[src/rtl/vend_pkg.sv]
// Shared vending definitions: coin codes, denomination values, error codes, FSM states.
package vend_pkg;

  // Coin codes as seen on the hopper and coin-acceptor interfaces.
  typedef enum logic [1:0] {
    CoinNone = 2'b00,
    Coin5    = 2'b01,
    Coin10   = 2'b10,
    Coin20   = 2'b11
  } coin_e;

  typedef enum logic [1:0] {
    ErrNone         = 2'b00,
    ErrBadAmt       = 2'b01,
    ErrInsufficient = 2'b10,
    ErrJam          = 2'b11
  } err_e;

  typedef enum logic [1:0] {
    StIdle   = 2'b00,
    StSelect = 2'b01,
    StIssue  = 2'b10,
    StDone   = 2'b11
  } state_e;

  localparam int unsigned Val5  = 5;
  localparam int unsigned Val10 = 10;
  localparam int unsigned Val20 = 20;

endpackage

[src/rtl/coin_selector.sv]
// Greedy coin pick: largest denomination that fits the amount owed and is in stock.
module coin_selector
  import vend_pkg::*;
#(
  parameter int unsigned AMT_W = 8,
  parameter int unsigned CNT_W = 8
) (
  input  logic [AMT_W-1:0] remaining_i,
  input  logic [CNT_W-1:0] inv20_i,
  input  logic [CNT_W-1:0] inv10_i,
  input  logic [CNT_W-1:0] inv5_i,
  output coin_e            coin_o,
  output logic [AMT_W-1:0] value_o,
  output logic             found_o
);

  // Priority order 20 > 10 > 5; an empty tube falls through to the next size.
  always_comb begin
    coin_o  = CoinNone;
    value_o = '0;
    found_o = 1'b0;
    if (remaining_i >= AMT_W'(Val20) && inv20_i != '0) begin
      coin_o  = Coin20;
      value_o = AMT_W'(Val20);
      found_o = 1'b1;
    end else if (remaining_i >= AMT_W'(Val10) && inv10_i != '0) begin
      coin_o  = Coin10;
      value_o = AMT_W'(Val10);
      found_o = 1'b1;
    end else if (remaining_i >= AMT_W'(Val5) && inv5_i != '0) begin
      coin_o  = Coin5;
      value_o = AMT_W'(Val5);
      found_o = 1'b1;
    end
  end

endmodule

[src/rtl/change_dispenser.sv]
// Change dispenser: pays the requested amount one coin at a time from tracked inventory.
module change_dispenser
  import vend_pkg::*;
#(
  parameter int unsigned AMT_W       = 8,
  parameter int unsigned CNT_W       = 8,
  parameter int unsigned MAX_AMT     = 99,
  parameter int unsigned INIT_20     = 10,
  parameter int unsigned INIT_10     = 10,
  parameter int unsigned INIT_5      = 20,
  parameter int unsigned ACK_TIMEOUT = 255
) (
  input  logic             clk,
  input  logic             reset,
  input  logic             change_valid,
  input  logic [AMT_W-1:0] change_amt,
  output logic             change_ready,
  input  logic             refill,
  output logic [1:0]       coin_out,
  output logic             coin_valid,
  input  logic             coin_ack,
  output logic [AMT_W-1:0] remaining,
  output logic             busy,
  output logic             done,
  output logic             error,
  output logic [1:0]       err_code,
  output logic [2:0]       low_stock
);

  // Counter only needs to hold 0 .. ACK_TIMEOUT-1.
  localparam int unsigned TMR_W = (ACK_TIMEOUT > 1) ? $clog2(ACK_TIMEOUT) : 1;
  localparam logic [TMR_W-1:0] TmrLast = TMR_W'(ACK_TIMEOUT - 1);

  state_e           state_q, state_d;
  logic [AMT_W-1:0] remaining_q, remaining_d;
  logic [CNT_W-1:0] inv20_q, inv20_d;
  logic [CNT_W-1:0] inv10_q, inv10_d;
  logic [CNT_W-1:0] inv5_q, inv5_d;
  logic [TMR_W-1:0] tmr_q, tmr_d;
  coin_e            coin_q, coin_d;
  logic [AMT_W-1:0] coin_val_q, coin_val_d;
  logic             error_q, error_d;
  err_e             err_code_q, err_code_d;

  coin_e            sel_coin;
  logic [AMT_W-1:0] sel_value;
  logic             sel_found;
  logic [AMT_W-1:0] rem_after;
  logic             amt_bad;

  coin_selector #(
    .AMT_W (AMT_W),
    .CNT_W (CNT_W)
  ) u_coin_selector (
    .remaining_i (remaining_q),
    .inv20_i     (inv20_q),
    .inv10_i     (inv10_q),
    .inv5_i      (inv5_q),
    .coin_o      (sel_coin),
    .value_o     (sel_value),
    .found_o     (sel_found)
  );

  // Request validation and post-payment remainder.
  always_comb begin
    amt_bad   = (change_amt > AMT_W'(MAX_AMT)) || ((change_amt % AMT_W'(Val5)) != '0);
    rem_after = remaining_q - coin_val_q;
  end

  // Next-state logic for the FSM, remaining amount, inventory and ack timer.
  always_comb begin
    state_d     = state_q;
    remaining_d = remaining_q;
    inv20_d     = inv20_q;
    inv10_d     = inv10_q;
    inv5_d      = inv5_q;
    tmr_d       = tmr_q;
    coin_d      = coin_q;
    coin_val_d  = coin_val_q;
    error_d     = error_q;
    err_code_d  = err_code_q;

    unique case (state_q)
      StIdle: begin
        // Refill lands at the same edge as an accept, so SELECT sees the new counts.
        if (refill) begin
          inv20_d = CNT_W'(INIT_20);
          inv10_d = CNT_W'(INIT_10);
          inv5_d  = CNT_W'(INIT_5);
        end
        if (change_valid) begin
          error_d    = 1'b0;
          err_code_d = ErrNone;
          if (change_amt == '0) begin
            remaining_d = '0;
            state_d     = StDone;
          end else if (amt_bad) begin
            remaining_d = '0;
            error_d     = 1'b1;
            err_code_d  = ErrBadAmt;
          end else begin
            remaining_d = change_amt;
            state_d     = StSelect;
          end
        end
      end

      StSelect: begin
        if (sel_found) begin
          coin_d     = sel_coin;
          coin_val_d = sel_value;
          tmr_d      = '0;
          state_d    = StIssue;
        end else begin
          error_d    = 1'b1;
          err_code_d = ErrInsufficient;
          state_d    = StIdle;
        end
      end

      StIssue: begin
        // An ack on the final timeout cycle still counts as a paid coin.
        if (coin_ack) begin
          remaining_d = rem_after;
          unique case (coin_q)
            Coin20:  if (inv20_q != '0) inv20_d = inv20_q - CNT_W'(1);
            Coin10:  if (inv10_q != '0) inv10_d = inv10_q - CNT_W'(1);
            Coin5:   if (inv5_q != '0) inv5_d = inv5_q - CNT_W'(1);
            default: ;
          endcase
          state_d = (rem_after == '0) ? StDone : StSelect;
        end else if (tmr_q == TmrLast) begin
          error_d    = 1'b1;
          err_code_d = ErrJam;
          state_d    = StIdle;
        end else begin
          tmr_d = tmr_q + TMR_W'(1);
        end
      end

      StDone: begin
        state_d = StIdle;
      end

      default: begin
        state_d = StIdle;
      end
    endcase
  end

  // State registers with synchronous reset; inventories reload to their initial fill.
  always_ff @(posedge clk) begin
    if (reset) begin
      state_q     <= StIdle;
      remaining_q <= '0;
      inv20_q     <= CNT_W'(INIT_20);
      inv10_q     <= CNT_W'(INIT_10);
      inv5_q      <= CNT_W'(INIT_5);
      tmr_q       <= '0;
      coin_q      <= CoinNone;
      coin_val_q  <= '0;
      error_q     <= 1'b0;
      err_code_q  <= ErrNone;
    end else begin
      state_q     <= state_d;
      remaining_q <= remaining_d;
      inv20_q     <= inv20_d;
      inv10_q     <= inv10_d;
      inv5_q      <= inv5_d;
      tmr_q       <= tmr_d;
      coin_q      <= coin_d;
      coin_val_q  <= coin_val_d;
      error_q     <= error_d;
      err_code_q  <= err_code_d;
    end
  end

  // Outputs decoded from state; coin_out is held stable for the whole ISSUE phase.
  always_comb begin
    change_ready = (state_q == StIdle);
    busy         = (state_q != StIdle);
    done         = (state_q == StDone);
    coin_valid   = (state_q == StIssue);
    coin_out     = (state_q == StIssue) ? coin_q : CoinNone;
    remaining    = remaining_q;
    error        = error_q;
    err_code     = err_code_q;
    low_stock    = {inv20_q == '0, inv10_q == '0, inv5_q == '0};
  end

endmodule

[config.mk]
export PLATFORM = sky130hd
export DESIGN_NAME = change_dispenser
export DESIGN_NICKNAME = d
export VERILOG_FILES = /design/src/rtl/vend_pkg.sv /design/src/rtl/coin_selector.sv /design/src/rtl/change_dispenser.sv
export SDC_FILE = /design/constraint.sdc
export NUM_CORES = 1
export LEC_CHECK = 0
export BUFFER_PORTS_ARGS = -buffer_cell sky130_fd_sc_hd__clkbuf_2
export CORE_ASPECT_RATIO = 1.5
export CORE_MARGIN = 8
export CORE_UTILIZATION = 45
export CTS_CLUSTER_SIZE = 14
export DETAILED_ROUTE_END_ITERATION = 10
export PLACE_DENSITY = 0.71
export REMOVE_ABC_BUFFERS = 1
export SYNTH_ARGS = -nofsm -noshare
export SYNTH_HDL_FRONTEND = slang
export SYNTH_SLANG_ARGS = --single-unit
[constraint.sdc]
create_clock -name clk -period 6 [get_ports clk]
set_clock_uncertainty 0.2 [all_clocks]
set_input_delay 0.9 -clock clk [delete_from_list [all_inputs] [get_ports clk]]
set_output_delay 0.9 -clock clk [all_outputs]
set_load 0.05 [all_outputs]
==> flow_summary.toml <==
[place]
placement.setup.worst_slack_ns = 1.562
dp.final_hpwl_mm = 7.315
gp_congestion = 0.9326
numPlacedInstances = 613
postPlaceCellArea_sq_um = 4003
portbufs = 32

[global_route]
number_of_global_route_vias_before_repair = 3603
antenna_found_initial = 0
grt_overflow_total = 0
grt_start_max_net_pins = 33
global_route.usage.total_pct = 16.54
wire_length_of_the_first_global_routing_pass_mm = 16.40

[setup_path]
critical_path.startpoint_type = "input pin"
timing.critical_path.required_ns = 6.01
critical_path_class = "input pin to register"
critPathTopFamily = "compound AO/OA/AOI/OAI gates"
cpMostUsedCell = "sky130_fd_sc_hd__inv_1"
crit_path_max_incr_delay_ns = 0.57
rr_worst_depth = 11
setup.worst_path.end_class = "register"
standard_cell_with_the_maximum_stage_delay_on_the_critical_path = "sky130_fd_sc_hd__a2111oi_4"
timing.critical_path.fanout_max = 30
crit_path_cell_trace = "clkbuf_2 -> and2b_1 -> o32ai_1 -> a21oi_1 -> o211ai_1 -> inv_1 -> ha_1 -> inv_1 -> and4b_1 -> a22oi_1 -> a21o_1 -> a2111oi_4 -> a41oi_1 -> a211oi_1"
worst-path-stages = 14
crit_buf_inv = 3
worst_ep_arrival_time_ns = 4.16
r2r_slack_ns = 2.45

[timing]
finalHoldViolations = 0
hold_ws_ns = 0.2845
worst_pin_slew_ns = 0.8358
setup_total_negative_slack_ns = 0
fmax_ghz = 0.2408
period_minus_slack_ns = 4.154
setup_repair_after_global_routing_missed_its_margin = "false"
period_share_pct = 69.23
pins_over_slew_limit = 0
setup_viol = 0
setup_ws_post_layout_ns = 1.846
slew-limit-headroom_pct = 44.07

[pwr]
worst_ir_drop_vdd_uv = 237.0
power_leakage_nw = 1.579
fin_total_pwr_mw = 1.630
power_per_standard_cell_area_nw_per_um2 = 392.8

[yosys]
synth-warning-count = 0
syn-mean-instance-area_sq_um = 7.738
synth_top_flop_cell = "sky130_fd_sc_hd__dfxtp_1"
synth_seq_area_share_pct = 25.67
netlist_area_sq_um = 3900
synth-async-reset-ratio_pct = 0
synth_edf_count = 0
ys_types = 75
syn-instance-count = 504
synth-seq-cells = 50

[clocking]
ctsHoldBuffers = 0
cts-buffers-inserted = 5
clock_tree_from_tritoncts = "done"
cts_num_sinks = 50
ctsRootBufferMaster = "sky130_fd_sc_hd__clkbuf_16"
cts-htree-levels = 2
clkTransAtPathRegs_ns = 0.06
ctsResizeCount = 0
cts-root-to-sink-buffers = 2
clock_insertion_delay_worst_skew_ns = 0.30
cts_setup_buffers = 0

[cells_and_area]
layout.nets = 546
number_of_diodes = 0
layout-area-overhead-vs-synth_pct = 6.416
post_route_cells_drive_above_1_share_pct = 10.51
post_route_utilization_pct = 49.33
fin_cells = 621
num-fill-cells = 829
layout.cell_area.non_filler_sq_um = 4150

[detailed_routing]
drtAntennaViolNets = 0
wirelength_mm = 9.618
drt-wirelength-per-cell_um = 15.49
vias = 3638
post_drt_via_cell_ratio = 5.858
drc = 0
drt-initial-drc-count = 151
number_of_iterations_in_the_first_detailed_routing_pass = 4

[die]
initial_core_util_pct = 46.36
core_region_area_sq_um = 8413
die_y_um = 130.0
core.rowCount = 41
die_w_um = 92.01
dieArea_sq_um = 11960
top_level_ports = 33

[min_path]
timing.hold.worst.class = "register to register"
worstHoldPathCells = 2

[status]
outcome = "finished clean"

[flow_run]
drv_cap = 0
==> per-layer routing <==
| metal | global-route usage (%) | up-vias | routed length [um] | part of all wire [%] |
|---|---|---|---|---|
| met3 | 2.931 | 27 | 373 | 3.9 |
| met1 | 17.24 | 1705 | 3903 | 41 |
| met2 | 30.11 | 90 | 4952 | 51 |
| met4 | 10.19 | 0 | 388 | 4.0 |
| met5 | 0 | - | 0 | 0 |
| li1 | - | 1816 | - | - |
==> tightest hold or removal path, delay by kind of cell (launching register included) <==
family | cells | cell delay [ns]
AO/OA/AOI/OAI | 1 | 0.05
flip-flops | 1 | 0.33
AND/OR/NAND/NOR | 1 | 0.06
==> final timing paths <==
check	startpoint	end
worst max-delay path	change_amt[5]	remaining[1]
worst min-delay path	inv20_q[2]	inv20_q[2]
worst max register to register	state_q[0]	inv5_q[6]
worst min register to register	inv20_q[2]	inv20_q[2]
==> report_power, final <==
part,total (mW),internal (mW),switching [mW]
combinational,0.891,0.282,0.608
clock,0.289,0.166,0.124
sequential,0.451,0.389,0.0621
total,1.63,0.836,0.794
==> Yosys cell counts, types with 5 or more instances <==
master	number	area (sq um)
sky130_fd_sc_hd__inv_1	28	105.1
sky130_fd_sc_hd__dfxtp_1	50	1001
sky130_fd_sc_hd__a31oi_1	8	50.05
sky130_fd_sc_hd__nand3_1	15	75.07
sky130_fd_sc_hd__buf_2	9	45.04
sky130_fd_sc_hd__xor2_1	16	140.1
sky130_fd_sc_hd__a21oi_1	21	105.1
sky130_fd_sc_hd__a211oi_1	13	97.59
sky130_fd_sc_hd__clkbuf_1	9	33.78
sky130_fd_sc_hd__o21ai_0	17	85.08
sky130_fd_sc_hd__o22ai_1	5	31.28
sky130_fd_sc_hd__nor4_1	6	37.54
sky130_fd_sc_hd__nor2_1	63	236.5
sky130_fd_sc_hd__nand2_1	36	135.1
sky130_fd_sc_hd__or3_1	6	37.54
sky130_fd_sc_hd__and3_1	6	37.54
sky130_fd_sc_hd__nand2b_1	15	93.84
sky130_fd_sc_hd__buf_6	7	78.83
sky130_fd_sc_hd__nor3_1	16	80.08
sky130_fd_sc_hd__nor2b_1	12	75.07
sky130_fd_sc_hd__o211ai_1	7	52.55
sky130_fd_sc_hd__xnor2_1	14	122.6
sky130_fd_sc_hd__nor3b_1	5	37.54
sky130_fd_sc_hd__nand4_1	10	62.56
sky130_fd_sc_hd__ha_1	19	237.7
==> flip-flops by register name, summed over array words and instances (netlist names) <==
register	flops
inv10_q	8
inv20_q	8
inv5_q	8
remaining	8
tmr_q	8
coin_val_q	3
coin_q	2
err_code	2
state_q	2
error	1
==> area by class of cell <==
class / count / area (sq um) / share of cell area, %
repair buffers: 32 / 160.2 / 3.859
well taps: 107 / 133.9 / 3.226
clock inverters: 1 / 5.005 / 0.1206
multi-input cells: 396 / 2603 / 62.71
flip-flops and latches: 50 / 1001 / 24.12
clock buffers: 7 / 142.6 / 3.437
inverters: 28 / 105.1 / 2.532
==> cells by family after synthesis <==
logic type | count (synthesis) | share of synthesized area, %
mux | 5 | 1.315
simple gates | 224 | 30.38
fa+ha+maj | 20 | 6.609
buf+inv | 58 | 7.603
xor+xnor | 30 | 6.737
compound gates | 117 | 21.69
flops | 50 | 25.67
==> cell usage in the layout, fill, tap and decap left out, drive strengths merged, types with 5 or more instances in the layout <==
cell type | synthesis | final
nor4 | 6 | 6
nor2 | 63 | 63
a31oi | 8 | 8
xnor2 | 14 | 14
a21oi | 23 | 23
inv | 28 | 28
o211ai | 7 | 7
ha | 19 | 19
nor3 | 16 | 16
or3 | 6 | 6
nand3 | 15 | 15
a211oi | 13 | 13
nand2 | 38 | 38
clkbuf | 9 | 39
nor2b | 13 | 13
o22ai | 5 | 5
nor3b | 5 | 5
nand2b | 16 | 16
o21ai | 20 | 20
nand4 | 10 | 10
xor2 | 16 | 16
dfxtp | 50 | 50
and3 | 6 | 6
(Power assumes the default switching activity.)
